==> src/rtl/lane_write_arbiter_pkg.sv <==
// Shared types and constants for the two-requester lane write arbiter.
package lane_write_arbiter_pkg;

  localparam int LANE_W_DEF  = 4;
  localparam int N_LANES_DEF = 2;

  localparam logic [7:0] CONFLICT_MAX = 8'hFF;

  typedef logic [$clog2(N_LANES_DEF)-1:0] lane_idx_t;

  typedef struct packed {
    logic                  valid;
    lane_idx_t             lane;
    logic [LANE_W_DEF-1:0] data;
  } wr_req_t;

endpackage

==> src/rtl/rr_conflict_arb2.sv <==
// Combinational two-way grant logic: both granted on distinct lanes, prio wins a same-lane clash.
// Zero latency; a request to an out-of-range lane is never granted.
module rr_conflict_arb2 #(
  parameter int N_LANES = 2,
  parameter int LIW     = $clog2(N_LANES)
) (
  input  logic           en,
  input  logic           valid0,
  input  logic [LIW-1:0] lane0,
  input  logic           valid1,
  input  logic [LIW-1:0] lane1,
  input  logic           prio,
  output logic           grant0,
  output logic           grant1,
  output logic           conflict
);

  localparam logic [LIW:0] LANE_LIMIT = (LIW+1)'(N_LANES);

  logic req0;
  logic req1;

  // An out-of-range lane behaves as if the requester were idle.
  assign req0 = en && valid0 && ({1'b0, lane0} < LANE_LIMIT);
  assign req1 = en && valid1 && ({1'b0, lane1} < LANE_LIMIT);

  assign conflict = req0 && req1 && (lane0 == lane1);
  assign grant0   = req0 && (!conflict || !prio);
  assign grant1   = req1 && (!conflict ||  prio);

endmodule

==> src/rtl/lane_write_arbiter.sv <==
// Two requesters write lanes of one shared register; combinational ready, commit 1 cycle later.
// Same-lane clashes resolved round-robin; optional per-lane parity output under LANE_WRITE_ARBITER_PARITY_EN.
module lane_write_arbiter
  import lane_write_arbiter_pkg::*;
#(
  parameter int LANE_W  = LANE_W_DEF,
  parameter int N_LANES = N_LANES_DEF
) (
  input  logic                        i_clk,
  input  logic                        i_rst,
  input  logic                        i_en,
  input  logic                        i_valid0,
  output logic                        o_ready0,
  input  logic [$clog2(N_LANES)-1:0]  i_lane0,
  input  logic [LANE_W-1:0]           i_data0,
  input  logic                        i_valid1,
  output logic                        o_ready1,
  input  logic [$clog2(N_LANES)-1:0]  i_lane1,
  input  logic [LANE_W-1:0]           i_data1,
  output logic [LANE_W*N_LANES-1:0]   o_x,
  output logic [N_LANES-1:0]          o_upd,
`ifdef LANE_WRITE_ARBITER_PARITY_EN
  output logic [N_LANES-1:0]          o_parity,
`endif
  output logic [7:0]                  o_conflicts
);

  localparam int LIW = $clog2(N_LANES);
  localparam int XW  = LANE_W * N_LANES;
  localparam logic [LIW:0] LANE_LIMIT = (LIW+1)'(N_LANES);

  logic              grant0;
  logic              grant1;
  logic              conflict;
  logic              prio;
  logic [XW-1:0]     x_nxt;
  logic [N_LANES-1:0] upd_nxt;

  // Gating enable with reset keeps readys low and blocks commits during reset.
  rr_conflict_arb2 #(
    .N_LANES (N_LANES),
    .LIW     (LIW)
  ) u_arb (
    .en       (i_en && !i_rst),
    .valid0   (i_valid0),
    .lane0    (i_lane0),
    .valid1   (i_valid1),
    .lane1    (i_lane1),
    .prio     (prio),
    .grant0   (grant0),
    .grant1   (grant1),
    .conflict (conflict)
  );

  assign o_ready0 = grant0;
  assign o_ready1 = grant1;

  always_comb begin
    x_nxt   = o_x;
    upd_nxt = '0;
    for (int k = 0; k < N_LANES; k++) begin
      if (grant0 && (i_lane0 == LIW'(k))) begin
        x_nxt[k*LANE_W +: LANE_W] = i_data0;
        upd_nxt[k]                = 1'b1;
      end
      if (grant1 && (i_lane1 == LIW'(k))) begin
        x_nxt[k*LANE_W +: LANE_W] = i_data1;
        upd_nxt[k]                = 1'b1;
      end
    end
  end

  always_ff @(posedge i_clk) begin
    if (i_rst) begin
      o_x         <= '0;
      o_upd       <= '0;
      o_conflicts <= '0;
      prio        <= 1'b0;
    end else begin
      o_x   <= x_nxt;
      o_upd <= upd_nxt;
      if (conflict) begin
        // Point at the loser so it wins the next clash.
        prio <= grant1 ? 1'b0 : 1'b1;
        if (o_conflicts != CONFLICT_MAX) o_conflicts <= o_conflicts + 8'd1;
      end
    end
  end

`ifdef LANE_WRITE_ARBITER_PARITY_EN
  logic [N_LANES-1:0] parity_nxt;

  always_comb begin
    parity_nxt = '0;
    for (int k = 0; k < N_LANES; k++) parity_nxt[k] = ^x_nxt[k*LANE_W +: LANE_W];
  end

  always_ff @(posedge i_clk) begin
    if (i_rst) o_parity <= '0;
    else       o_parity <= parity_nxt;
  end
`endif

  a_lane0_range : assert property (@(posedge i_clk) disable iff (i_rst)
    i_valid0 |-> ({1'b0, i_lane0} < LANE_LIMIT));
  a_lane1_range : assert property (@(posedge i_clk) disable iff (i_rst)
    i_valid1 |-> ({1'b0, i_lane1} < LANE_LIMIT));

endmodule
==> config.mk <==
export PLATFORM = sky130hd
export DESIGN_NAME = lane_write_arbiter
export DESIGN_NICKNAME = d
export VERILOG_FILES = /design/src/rtl/lane_write_arbiter_pkg.sv /design/src/rtl/rr_conflict_arb2.sv /design/src/rtl/lane_write_arbiter.sv
export SDC_FILE = /design/constraint.sdc
export NUM_CORES = 1
export LEC_CHECK = 0
export BUFFER_PORTS_ARGS = -buffer_cell sky130_fd_sc_hd__buf_2
export CAP_MARGIN = 15
export CORE_MARGIN = 2
export CORE_UTILIZATION = 30
export DETAILED_ROUTE_END_ITERATION = 8
export SETUP_SLACK_MARGIN = 0.5
export SYNTH_ARGS = -nofsm -noshare
export SYNTH_HDL_FRONTEND = slang
export SYNTH_SLANG_ARGS = --single-unit
export TNS_END_PERCENT = 10
==> constraint.sdc <==
create_clock -name i_clk -period 1.65 [get_ports i_clk]
set_clock_uncertainty 0.1 [all_clocks]
set_input_delay 0.0825 -clock i_clk [delete_from_list [all_inputs] [get_ports i_clk]]
set_output_delay 0.0825 -clock i_clk [all_outputs]
set_load 0.05 [all_outputs]
==> flow_metrics.tcl <==
set metrics [dict create \
    dp_hpwl_um 1812 \
    synth_edf_count 0 \
    max_stage_delay_ns 0.38 \
    powerDensity_mw_per_mm2 667.0 \
    avgSynthCellArea_um2 9.071 \
    grt_max_degree 12 \
    drv_cap 0 \
    reg2reg_setup_slack_ns 0.14 \
    ant_nets 0 \
    netlist_area_um2 943.4 \
    ys.flop_type "dfxtp_1" \
    grt_pass1_vias 914 \
    start_util_pct 31.16 \
    synthTopCellsByCount "dfxtp_1, nor2_1, a221o_1, nand2b_1, a21oi_1" \
    period_minus_slack_ns 1.506 \
    max_freq_ghz 0.6640 \
    finalWeightedCongestion 0.8405 \
    final_hold_viol_count 0 \
    timing.hold.ws_ns 0.02589 \
    portBuffers 34 \
    rows 20 \
    grt_antenna_before_repair 0 \
    antenna_cells 0 \
    crit_fanout 7 \
    r2r_start "o_conflicts[0]" \
    placed_area_mm2 0.001196 \
    drv_slew 0 \
    avgViaCountPerCell 4.867 \
    fin_util_pct 43.88 \
    syn-num-nets 120 \
    power_w 0.0008863 \
    r2r_end "o_conflicts[4]" \
    crit_start "o_conflicts[0]" \
    synth_area_leaders "dfxtp_1, a221o_1, nor2_1" \
    cp-end-kind "flop" \
    rsz0062_at_grt "yes" \
    drive_gt1_share_pct 40.79 \
    drt_iter0_drc 60 \
    yosysWarnings 0 \
    cp-start-kind "flop" \
    slew_headroom_pct 73.04 \
    h-tree-depth 1 \
    yosys_register_bits 19 \
    cpMaxStageDelayCell "or3_1" \
    setup_viol 0 \
    yosysMostFrequentCell "dfxtp_1" \
    yosysTopAreaCellShare_pct 40.32 \
    fin_tns_setup_ns 0 \
    die_y_um 60.08 \
    final_cell_area_mm2 0.001329 \
    dr.pass1.iters 4 \
    cp_cell_sequence "ha_4 -> nand4_1 -> o2111ai_4 -> or3_1 -> a21oi_2" \
    arrival_ns 1.65 \
    worst_hold_startpoint "i_data0[2]" \
    wl_per_cell_um 12.90 \
    ys_seq_area_share_pct 40.32 \
    via_count 954 \
    pin_count 35 \
    cts_sinks 19 \
    tightest_slew_ns 0.4026 \
    final.period_utilization_pct 91.27 \
    outcome "complete, no violations" \
    grt_pass1_wl_um 4105 \
    cts_root_buffer "clkbuf_4" \
    ir_worst_vdd_v 0.0002045 \
    clk_pin_slew_ns 0.12 \
    hold_class "in -> reg" \
    num-fill-cells 308 \
    hold_end "o_x[2]" \
    path_class "reg -> reg" \
    yosysTopAreaCell "dfxtp_1" \
    die_w_um 60.08 \
    cts_tree "yes" \
    nNetsFinal 169 \
    rr_worst_depth 5 \
    worstHoldPathCells 4 \
    core_mm2 0.003028 \
    track_usage_pct 14.93 \
    drt-total-wl_um 2528 \
    power.leakage_nw 0.5688 \
    syn_to_final_growth_pct 40.85 \
    die-area_mm2 0.003609 \
    cts_buffers 3 \
    synth_cell_types 32 \
    required_ns 1.79 \
    syn-instance-count 104 \
    grt_overflow 0 \
    async_reset_ff_share_pct 0 \
    worstSkewPairLatency_ns 0.30 \
    max-clock-path-buffers 2 \
    drc_errors 0 \
]
[per-layer routing]
metal,global-route usage [%],share of wire [%],vias to the layer above
met1,19.61,47,446
met2,24.84,48,27
li1,-,-,481
met4,3.810,0,0
met5,0,0,-
met3,3.030,5.2,0
[how the worst max path moves through the flow]
stage                     end  slack (ns)
2_1_floorplan  o_conflicts[1]        0.11
3_3_place_gp   o_conflicts[4]        0.16
3_5_place_dp   o_conflicts[4]        0.12
4_1_cts        o_conflicts[3]        0.15
5_1_grt        o_conflicts[4]        0.06
6_report       o_conflicts[4]        0.14
[worst max-delay path: cells and delay by family (launching register included)]
family                     cells  cell delay (ns)
DFF                            1             0.37
adders and majority gates      1             0.16
AOI/OAI and AO/OA              2             0.32
and+or+nand+nor                2             0.50
[flip-flops by register name (all words and copies together) (netlist names)]
name / count
o_conflicts: 8
o_x: 8
o_upd: 2
prio: 1
[area by class of cell]
class | instances | area (um2) | area share (%)
Tap cell | 44 | 55.05 | 4.143
Inverter | 4 | 15.01 | 1.130
Sequential cell | 19 | 395.4 | 29.76
Timing Repair Buffer | 47 | 285.3 | 21.47
Clock inverter | 1 | 5.005 | 0.3766
Multi-Input combinational cell | 78 | 550.5 | 41.43
Clock buffer | 3 | 22.52 | 1.695
[per-stage QoR]
step	setup WS, ns	std cells
detailed placement	0.1167	182
finish	0.1440	196
global route	0.05798	196
CTS	0.1526	196
floorplan	0.1097	104
global placement	0.1632	182
[cells in the final DEF (no fill, tap or decap), types with 3 or more instances in the layout]
cell,count
buf_2,34
dfxtp_2,6
dlygate4sd3_1,7
nand2_1,4
nand2b_1,7
nand3_1,5
dfxtp_1,11
a221o_1,8
clkbuf_4,3
buf_4,6
a21oi_1,4
nor2_1,16
o21ai_0,3
inv_1,4
[power breakdown]
group          switching (W)  total, W  internal [W]
sequential        0.00000699  0.000475      0.000468
combinational       0.000107  0.000167     0.0000605
clock               0.000153  0.000244     0.0000902
[cell families after synthesis]
group	after synthesis	share of synthesized area, %
muxes	1	1.061
and+or+nand+nor	46	25.33
adders and majority gates	1	1.326
AOI/OAI and AO/OA	27	24.01
DFF	19	40.32
xor gates and xnor gates	3	3.582
buffers and inverters	7	4.376
[what timing repair did]
action,4_1_cts,5_1_grt
buffers inserted,3,0
pin swaps,6,2
cloned,0,0
gates resized for setup,0,3
endpoints found under the hold margin,14,0
hold buffers,7,0
setup endpoints to repair,24,27
(Power assumes the default switching activity.)
